## src/rtl/spi_cmd_pkg.sv

```systemverilog
// Shared definitions for the SPI command processor.
// Holds opcode constants, the command FSM state type, status-byte bit positions
// and a saturating increment helper for the 4-bit error counter.
package spi_cmd_pkg;

  localparam logic [7:0] OP_NOP     = 8'h00;
  localparam logic [7:0] OP_LED_ON  = 8'h01;
  localparam logic [7:0] OP_LED_OFF = 8'h02;
  localparam logic [7:0] OP_TOGGLE  = 8'h03;
  localparam logic [7:0] OP_SET_PWM = 8'h10;
  localparam logic [7:0] OP_STATUS  = 8'h20;
  localparam logic [7:0] OP_ECHO    = 8'h21;
  localparam logic [7:0] OP_CLR_ERR = 8'h30;

  typedef enum logic [0:0] {
    ST_IDLE,
    ST_WAIT_ARG
  } state_e;

  // Status byte layout: {led_on, err, fifo_full, fifo_empty, err_cnt[3:0]}
  localparam int unsigned STAT_LED_ON  = 7;
  localparam int unsigned STAT_ERR     = 6;
  localparam int unsigned STAT_FULL    = 5;
  localparam int unsigned STAT_EMPTY   = 4;
  localparam int unsigned STAT_CNT_MSB = 3;

  function automatic logic [3:0] sat_inc4(input logic [3:0] v);
    return (v == 4'hF) ? v : v + 4'd1;
  endfunction

endpackage

```

## src/rtl/spi_cmd_ctrl_byte_fifo.sv

```systemverilog
// byte_fifo: small 8-bit FIFO used for the reply path.
// Ports: clk, rst_n (async active-low), push/push_data, pop,
//        head (entry at the read pointer, 0x00 when empty), full, empty.
// A pop while empty is ignored; a push while full lands only if a pop
// takes effect in the same cycle.
module byte_fifo #(
  parameter int unsigned DEPTH = 4
) (
  input  logic       clk,
  input  logic       rst_n,
  input  logic       push,
  input  logic [7:0] push_data,
  input  logic       pop,
  output logic [7:0] head,
  output logic       full,
  output logic       empty
);

  localparam int unsigned AW = $clog2(DEPTH);

  logic [7:0]    mem_q [DEPTH];
  logic [AW-1:0] wr_ptr_q, rd_ptr_q;
  logic [AW:0]   count_q;
  logic          push_eff, pop_eff;

  assign empty    = (count_q == '0);
  assign full     = (count_q == (AW+1)'(DEPTH));
  assign pop_eff  = pop & ~empty;
  assign push_eff = push & (~full | pop_eff);
  assign head     = empty ? 8'h00 : mem_q[rd_ptr_q];

  always_ff @(posedge clk or negedge rst_n) begin
    if (!rst_n) begin
      for (int i = 0; i < int'(DEPTH); i++) mem_q[i] <= 8'h00;
      wr_ptr_q <= '0;
      rd_ptr_q <= '0;
      count_q  <= '0;
    end else begin
      if (push_eff) begin
        mem_q[wr_ptr_q] <= push_data;
        wr_ptr_q        <= wr_ptr_q + AW'(1);
      end
      if (pop_eff) rd_ptr_q <= rd_ptr_q + AW'(1);
      case ({push_eff, pop_eff})
        2'b10:   count_q <= count_q + (AW+1)'(1);
        2'b01:   count_q <= count_q - (AW+1)'(1);
        default: count_q <= count_q;
      endcase
    end
  end

endmodule

```

## src/rtl/spi_cmd_ctrl.sv

```systemverilog
// spi_cmd_ctrl: decodes command bytes from spi_slave, drives a PWM-gated LED
// and queues reply bytes for spi_slave to shift out.
// Ports: ext_clk, rst_n (async active-low), recv_data/recv_ready (incoming byte),
//        send_ready (reply byte captured), send_data (reply FIFO head),
//        led (PWM-gated drive), err (sticky error flag).
module spi_cmd_ctrl
  import spi_cmd_pkg::*;
#(
  parameter int unsigned FIFO_DEPTH  = 4,
  parameter int unsigned ARG_TIMEOUT = 4096
) (
  input  logic       ext_clk,
  input  logic       rst_n,
  input  logic [7:0] recv_data,
  input  logic       recv_ready,
  input  logic       send_ready,
  output logic [7:0] send_data,
  output logic       led,
  output logic       err
);

  localparam int unsigned TMO_W = $clog2(ARG_TIMEOUT);

  state_e           state_q, state_d;
  logic [7:0]       op_q, op_d;
  logic [TMO_W-1:0] tmo_q, tmo_d;
  logic             led_on_q, led_on_d;
  logic [7:0]       duty_q, duty_d;
  logic [7:0]       pwm_cnt_q;
  logic             err_q;
  logic [3:0]       err_cnt_q;

  logic       push;
  logic [7:0] push_data;
  logic       fifo_full, fifo_empty;
  logic       err_set, err_clr, overflow;
  logic [7:0] status;

  always_comb begin
    status                          = 8'h00;
    status[STAT_LED_ON]             = led_on_q;
    status[STAT_ERR]                = err_q;
    status[STAT_FULL]               = fifo_full;
    status[STAT_EMPTY]              = fifo_empty;
    status[STAT_CNT_MSB:0]          = err_cnt_q;
  end

  always_comb begin
    state_d   = state_q;
    op_d      = op_q;
    tmo_d     = tmo_q;
    led_on_d  = led_on_q;
    duty_d    = duty_q;
    push      = 1'b0;
    push_data = 8'h00;
    err_set   = 1'b0;
    err_clr   = 1'b0;
    unique case (state_q)
      ST_IDLE: begin
        if (recv_ready) begin
          case (recv_data)
            OP_NOP:     ;
            OP_LED_ON:  led_on_d = 1'b1;
            OP_LED_OFF: led_on_d = 1'b0;
            OP_TOGGLE:  led_on_d = ~led_on_q;
            OP_SET_PWM, OP_ECHO: begin
              state_d = ST_WAIT_ARG;
              op_d    = recv_data;
              tmo_d   = '0;
            end
            OP_STATUS: begin
              push      = 1'b1;
              push_data = status;
            end
            OP_CLR_ERR: err_clr = 1'b1;
            default:    err_set = 1'b1;
          endcase
        end
      end
      ST_WAIT_ARG: begin
        if (recv_ready) begin
          state_d = ST_IDLE;
          if (op_q == OP_SET_PWM) begin
            duty_d = recv_data;
          end else begin
            push      = 1'b1;
            push_data = recv_data;
          end
        end else if (tmo_q == TMO_W'(ARG_TIMEOUT - 1)) begin
          err_set = 1'b1;
          state_d = ST_IDLE;
        end else begin
          tmo_d = tmo_q + TMO_W'(1);
        end
      end
      default: state_d = ST_IDLE;
    endcase
  end

  // Full FIFO implies non-empty, so a concurrent send_ready always frees a slot.
  assign overflow = push & fifo_full & ~send_ready;

  always_ff @(posedge ext_clk or negedge rst_n) begin
    if (!rst_n) begin
      state_q   <= ST_IDLE;
      op_q      <= OP_NOP;
      tmo_q     <= '0;
      led_on_q  <= 1'b1;
      duty_q    <= 8'hFF;
      pwm_cnt_q <= 8'h00;
      err_q     <= 1'b0;
      err_cnt_q <= 4'h0;
    end else begin
      state_q   <= state_d;
      op_q      <= op_d;
      tmo_q     <= tmo_d;
      led_on_q  <= led_on_d;
      duty_q    <= duty_d;
      pwm_cnt_q <= pwm_cnt_q + 8'd1;
      if (err_clr) begin
        err_q     <= 1'b0;
        err_cnt_q <= 4'h0;
      end else if (err_set | overflow) begin
        err_q     <= 1'b1;
        err_cnt_q <= sat_inc4(err_cnt_q);
      end
    end
  end

  byte_fifo #(
    .DEPTH(FIFO_DEPTH)
  ) u_reply_fifo (
    .clk       (ext_clk),
    .rst_n     (rst_n),
    .push      (push),
    .push_data (push_data),
    .pop       (send_ready),
    .head      (send_data),
    .full      (fifo_full),
    .empty     (fifo_empty)
  );

  assign led = led_on_q & ((duty_q == 8'hFF) | (pwm_cnt_q < duty_q));
  assign err = err_q;

endmodule
```

## config.mk

```make
export PLATFORM = sky130hd
export DESIGN_NAME = spi_cmd_ctrl
export DESIGN_NICKNAME = d
export VERILOG_FILES = /design/src/rtl/spi_cmd_pkg.sv /design/src/rtl/spi_cmd_ctrl_byte_fifo.sv /design/src/rtl/spi_cmd_ctrl.sv
export SDC_FILE = /design/constraint.sdc
export NUM_CORES = 1
export LEC_CHECK = 0
export BUFFER_PORTS_ARGS = -buffer_cell sky130_fd_sc_hd__buf_2
export CELL_PAD_IN_SITES_DETAIL_PLACEMENT = 0
export CELL_PAD_IN_SITES_GLOBAL_PLACEMENT = 2
export CORE_ASPECT_RATIO = 0.9
export CORE_UTILIZATION = 44
export CTS_CLUSTER_SIZE = 28
export DETAILED_ROUTE_END_ITERATION = 16
export HOLD_SLACK_MARGIN = 0.08
export PLACE_DENSITY_LB_ADDON = 0.1
export SYNTH_ARGS = -nofsm -noshare
export SYNTH_HDL_FRONTEND = slang
export SYNTH_SLANG_ARGS = --single-unit
```

## constraint.sdc

```tcl
create_clock -name ext_clk -period 6 [get_ports ext_clk]
set_input_delay 0.6 -clock ext_clk [delete_from_list [all_inputs] [get_ports ext_clk]]
set_output_delay 0.6 -clock ext_clk [all_outputs]
set_load 0.02 [all_outputs]
```

[Word level (Yosys, flattened, before mapping)]
Index checks and enable logic that the tools add are counted.
Storage, ports and cells
  logic and storage cells: 115
  output and inout port bits: 10
  register bits: 82
  input port bits: 12
Cells by class
  magnitude comparators: 4
  mux-type cells: 42
  bitwise gates (word level): 15
  $add $sub $neg: 7
  eq/ne operators: 19
  reduce and logical (&&, ||, !) cells: 13
Operators with widths (count)
  $mux 8: 8
  $mux 12: 4
  $bwmux 32: 1
  $eq 8x6->1 const B: 3
  $pmux 12 s2: 1
  $mux 1: 17
  $bmux 8 s2: 1
  $demux 8 s2: 1
  $eq 8x2->1 const B: 2
  $eq 8x5->1 const B: 2
  $pmux 8 s2: 1
  $add 12x1->12 const B: 1
  $eq 12x12->1 const B: 1
  $mux 4: 3
  $reduce_and 3->1: 3
  $add 8x1->8 const B: 1
  $eq 8x1->1 const B: 1
  $eq 8x8->1 const B: 1
  $logic_not 8->1: 1
  $lt 8x8->1: 1
  $ne 2x2->1 const B: 4
  $reduce_or 8->1: 1
  $ge 3x3->1 const B: 2
  $not 2->3: 2
  other kinds (23): 37

[Depth between registers and ports, before layout]
  word-level depth: 9
  depth in mapped cells: 12
  gate-level depth less buffers: 10

[Hierarchy]
Synthesis repeated with hierarchy kept, for this count alone.
Unflattened totals
  cells, all modules: 366
  area, all modules: 4384.2 µm²
Modules (own cells, without submodules)
  spi_cmd_ctrl: seq. area each 1087.3 µm², area each 2524.9 µm², instances 1, cells an instance 241
  byte_fifo: seq. area each 975.9 µm², area each 1859.3 µm², instances 1, cells an instance 125

[Worst setup path before layout]
Ideal clock, no wire load.
  path kind: input -> register
  start point: input recv_data[5]
  end point: register u_reply_fifo.count_q[1]
  stages on the path: 10
  path slack: 3.287 ns
  buffers on the path: 2
  data arrival time: 2.630 ns
  library setup time: 0.083 ns
  required time: 5.917 ns
  cell sequence: buf_2 or3b_2 nor3_4 buf_4 o21a_1 inv_1 ha_1 inv_1 fa_1 o21ai_0
Between the ends
  word-level cells in the longest chain between the ends: 7
  elaborated cells on any way between the ends: 9
  classes of those cells: 3 x eq/ne; 4 x mux; 1 x bitwise; 1 x reduce/logical
Ends and longest elaborated chain
  start, declared: line spi_cmd_ctrl.sv:14  | input logic [7:0] recv_data,
  $eq 8x6->1 *: line spi_cmd_ctrl.sv:61  | case (recv_data)
  $mux 1 *: line spi_cmd_ctrl.sv:61
  $mux 1 *: line spi_cmd_ctrl.sv:60  | if (recv_ready) begin
  $pmux 1 s2 *: line spi_cmd_ctrl.sv:58  | unique case (state_q)
  $and 1x1->1 *: line spi_cmd_ctrl_byte_fifo.sv:29  | assign push_eff = push & (~full | pop_eff);
  $eq 2x1->1 / $eq 2x2->1 (equally long branches): line spi_cmd_ctrl_byte_fifo.sv:44  | case ({push_eff, pop_eff})
  $pmux 3 s2 / $reduce_bool 2->1 (equally long branches)
  end signal, assigned: line spi_cmd_ctrl_byte_fifo.sv:45  | 2'b10: count_q <= count_q + (AW+1)'(1);
  end signal, assigned: line spi_cmd_ctrl_byte_fifo.sv:46  | 2'b01: count_q <= count_q - (AW+1)'(1);
  end signal, assigned: line spi_cmd_ctrl_byte_fifo.sv:47  | default: count_q <= count_q;
  end, declared: line spi_cmd_ctrl_byte_fifo.sv:23  | logic [AW:0] count_q;
Every way passes the cells marked *; elsewhere a longest branch is shown, timed or not.
A chain may end at the register's enable or synchronous reset.

[Final worst setup path]
  start point: register state_q
  end point: register u_reply_fifo.count_q[2]
Between the ends
  word-level cells in the longest chain between the ends: 5
  elaborated cells on any way between the ends: 7
  classes of those cells: 2 x eq/ne; 2 x mux; 2 x bitwise; 1 x reduce/logical
Ends and longest elaborated chain
  start, declared: line spi_cmd_ctrl.sv:24  | state_e state_q, state_d;
  start signal, assigned: line spi_cmd_ctrl.sv:114  | state_q <= state_d;
  $not 1->1 (no source line)
  $pmux 1 s2 *: line spi_cmd_ctrl.sv:58
  $and 1x1->1 *: line spi_cmd_ctrl_byte_fifo.sv:29
  $eq 2x1->1 / $eq 2x2->1 (equally long branches): line spi_cmd_ctrl_byte_fifo.sv:44
  $pmux 3 s2 / $reduce_bool 2->1 (equally long branches)
Marks and branches as above.

==> impl_metrics.tcl <==
set metrics [dict create \
    ir_worst_vdd_uv 116 \
    synthesis.instances 383 \
    synthDistinctLibCells 57 \
    grt_overflow 0 \
    grt_max_degree 57 \
    diodes 0 \
    grt_pass1_wl_um 14500 \
    crit_fanout 14 \
    start_kind "register" \
    syn_to_final_growth_pct 9.63 \
    dieWidth_um 104 \
    cts_buffer_depth 2 \
    critPathArrivalTime_ps 3080 \
    slowest_delay_ps 580 \
    cts_tree "yes" \
    ff2ff_setup_slack_ps 3160 \
    synth_top_cell_by_area "dfrtp_1" \
    fin_util_pct 49.7 \
    rows 33 \
    hold_viol 0 \
    status "complete, no violations" \
    hp-class "in -> async" \
    viasPerCell 5.27 \
    synth_edf_count 0 \
    ys_seq_area_share_pct 50.1 \
    setup_viol 0 \
    cts_htree_levels 3 \
    die_y_um 93.8 \
    synth_top_family_by_area "simple AND/OR/NAND/NOR gates" \
    track_usage_pct 19.1 \
    slowest_stage "nor3_4" \
    finalInstanceArea_um2 4520 \
    slew_violations 0 \
    syn_nets 413 \
    drtPass1Iterations 4 \
    die_area_um2 9750 \
    synthSimpleGateAreaFrac_pct 15.6 \
    route.detailed.drc 0 \
    r2r_cells 10 \
    power.density_nw_per_um2 269 \
    routed_wl_um 8400 \
    synth_fa_ha_area_share_pct 5.65 \
    crit_required_ps 6230 \
    ys_async_sr_fraction_pct 100 \
    yosys_register_bits 82 \
    synthesis.area_um2 4120 \
    setup-tns-final_ps 0 \
    routedWlPerCell_um 15.7 \
    avgSynthCellArea_um2 10.8 \
    place_hpwl_um 5880 \
    ctsResizeCount 0 \
    post-cts-setup-buffers 0 \
    fin_crit_ps 2840 \
    numCtsBuffers 9 \
    port_buffers 21 \
    max_freq_mhz 352 \
    final_antenna_net_count 0 \
    crit_path_cell_trace "or3b_2 -> nor3_4 -> o21a_1 -> inv_1 -> ha_1 -> inv_1 -> fa_1 -> xor2_1 -> nor2_1 -> xor2_1" \
    synth_warnings 0 \
    start_util_pct 45.3 \
    rsz0062_at_grt "no" \
    dpl_cell_area_um2 4350 \
    numClockSinks 82 \
    cp-end-kind "register" \
    rr_endpoint "u_reply_fifo.count_q[2]" \
    root_buffer "clkbuf_8" \
    clock_latency_ps 350 \
    r2r_start "state_q" \
    synth-xor-area-share_pct 3.19 \
    clk_pin_slew_ps 90 \
    maxCapViolations 0 \
    vias 2825 \
    synthTopCellsByArea "dfrtp_1 (44%), dfstp_2 (5.7%), ha_1 (5.2%), o21ai_0 (5.0%), nand2_1 (4.8%)" \
    p_leak_nw 2.01 \
    place_ws_ps 2890 \
    antenna_found_initial 0 \
    pin_count 22 \
    grt_pass1_vias 2912 \
    cts_hold_buf 0 \
    period_share_pct 47.4 \
    core_um2 9080 \
    synth_compound_area_share_pct 13.9 \
    drt_iter0_markers 111 \
    path_class "reg -> reg" \
    slew_headroom_pct 22.1 \
    ys.flop_type "dfrtp_1" \
    muxShareOfSynthArea_pct 8.57 \
    drive_above_1_share_pct 18.1 \
    nets 439 \
    gp_congestion 0.764 \
    synth_top_area_share_pct 44.3 \
    setup_slack_ps 3160 \
    worst_slew_pin_slew_ps 1160 \
    clock_skew_ps 13.3 \
]
==> area by class of cell <==
cell class	instances	area (µm²)
Clock inverter	5	31.3
Inverter	19	71.3
Clock buffer	11	131
Tap cell	122	153
Fill cell	843	4570
Sequential cell	82	2060
Multi-Input combinational cell	272	1930
Timing Repair Buffer	25	138
==> metrics by stage <==
step / hold slack [ps] / power (W) / cells
after CTS: 152 / 0.00123 / 536
after global routing: 164 / 0.00129 / 536
after global placement: 458 / 0.000877 / 520
after floorplan: 304 / 0.000814 / 383
final: 151 / 0.00121 / 536
after detailed placement: 468 / 0.000881 / 520
==> worst max-delay path by stage <==
stage	start	end	slack, ps	cells after the start
detailed placement	recv_data[3]	u_reply_fifo.count_q[2]	2890	11
global route	state_q	u_reply_fifo.count_q[1]	2930	8
floorplan	recv_data[5]	u_reply_fifo.count_q[1]	3290	10
CTS	duty_q[5]	led	3120	7
global placement	recv_data[3]	u_reply_fifo.count_q[2]	2920	11
finish	state_q	u_reply_fifo.count_q[2]	3160	10
==> flip-flops by register name, indices dropped and copies added (netlist names) <==
signal and flops:
u_reply_fifo.mem_q 32, tmo_q 12, duty_q 8, op_q 8, pwm_cnt_q 8, err_cnt_q 4, u_reply_fifo.count_q 3, u_reply_fifo.rd_ptr_q 2
u_reply_fifo.wr_ptr_q 2, err 1, led_on_q 1, state_q 1
==> cells in the mapped netlist (7+ instances only) <==
| master | instances |
|---|---|
| dfrtp_1 | 73 |
| inv_1 | 18 |
| mux4_2 | 8 |
| nor2_1 | 14 |
| nand3_1 | 11 |
| a22oi_1 | 9 |
| mux2_2 | 10 |
| nand2_1 | 53 |
| ha_1 | 17 |
| a21oi_1 | 9 |
| dfstp_2 | 9 |
| xor2_1 | 9 |
| nor2b_1 | 10 |
| o21ai_0 | 41 |
| and2_1 | 7 |
==> worst max-delay path, delay by kind of cell (launching register included) <==
kind	cells	cell delay (ps)
and+or+nand+nor	3	1180
DFF	1	510
adders and majority gates	2	370
xor gates and xnor gates	2	290
AOI/OAI and AO/OA	1	260
buffers and inverters	2	130
==> per-layer routing <==
layer	GRT usage (%)	part of all wire, %	up-vias	routed length (µm)
met5	0	0	-	0
met4	5.95	1.4	0	121
met3	4.37	3.6	10	305
met2	30.2	44	46	3690
met1	26.3	51	1351	4290
li1	-	-	1418	-
==> layout by cell type (no fill, tap or decap), types with 4 or more instances in the layout <==
cell	instances
a21oi_1	9
a22oi_1	9
and2_1	7
and3_1	5
and4_1	4
buf_2	20
buf_4	5
clkbuf_8	9
dfrtp_1	73
dfstp_2	9
ha_1	17
inv_1	18
mux2_2	10
mux2i_1	6
mux4_2	8
nand2_1	53
nand3_1	11
nand4_1	5
nor2_1	14
nor2b_1	10
nor3_1	4
o21ai_0	41
o21ai_1	4
xnor2_1	6
xor2_1	9
==> power breakdown <==
part / leakage, nW / internal, W / switching, W
clock: 0.0831 / 0.000149 / 0.000194
sequential: 1.05 / 0.000599 / 0.0000782
combinational: 0.872 / 0.0000944 / 0.0000973
total: 2.01 / 0.000843 / 0.000370
==> logic make-up (layout without fill, tap and decap cells) <==
logic type	Yosys count	count (layout)
xor+xnor	15	15
mux	24	24
compound gates	89	89
fa+ha+maj	18	18
buf+inv	29	60
simple gates	126	126
flops	82	82
No activity file was read; power rests on OpenSTA's default activity.
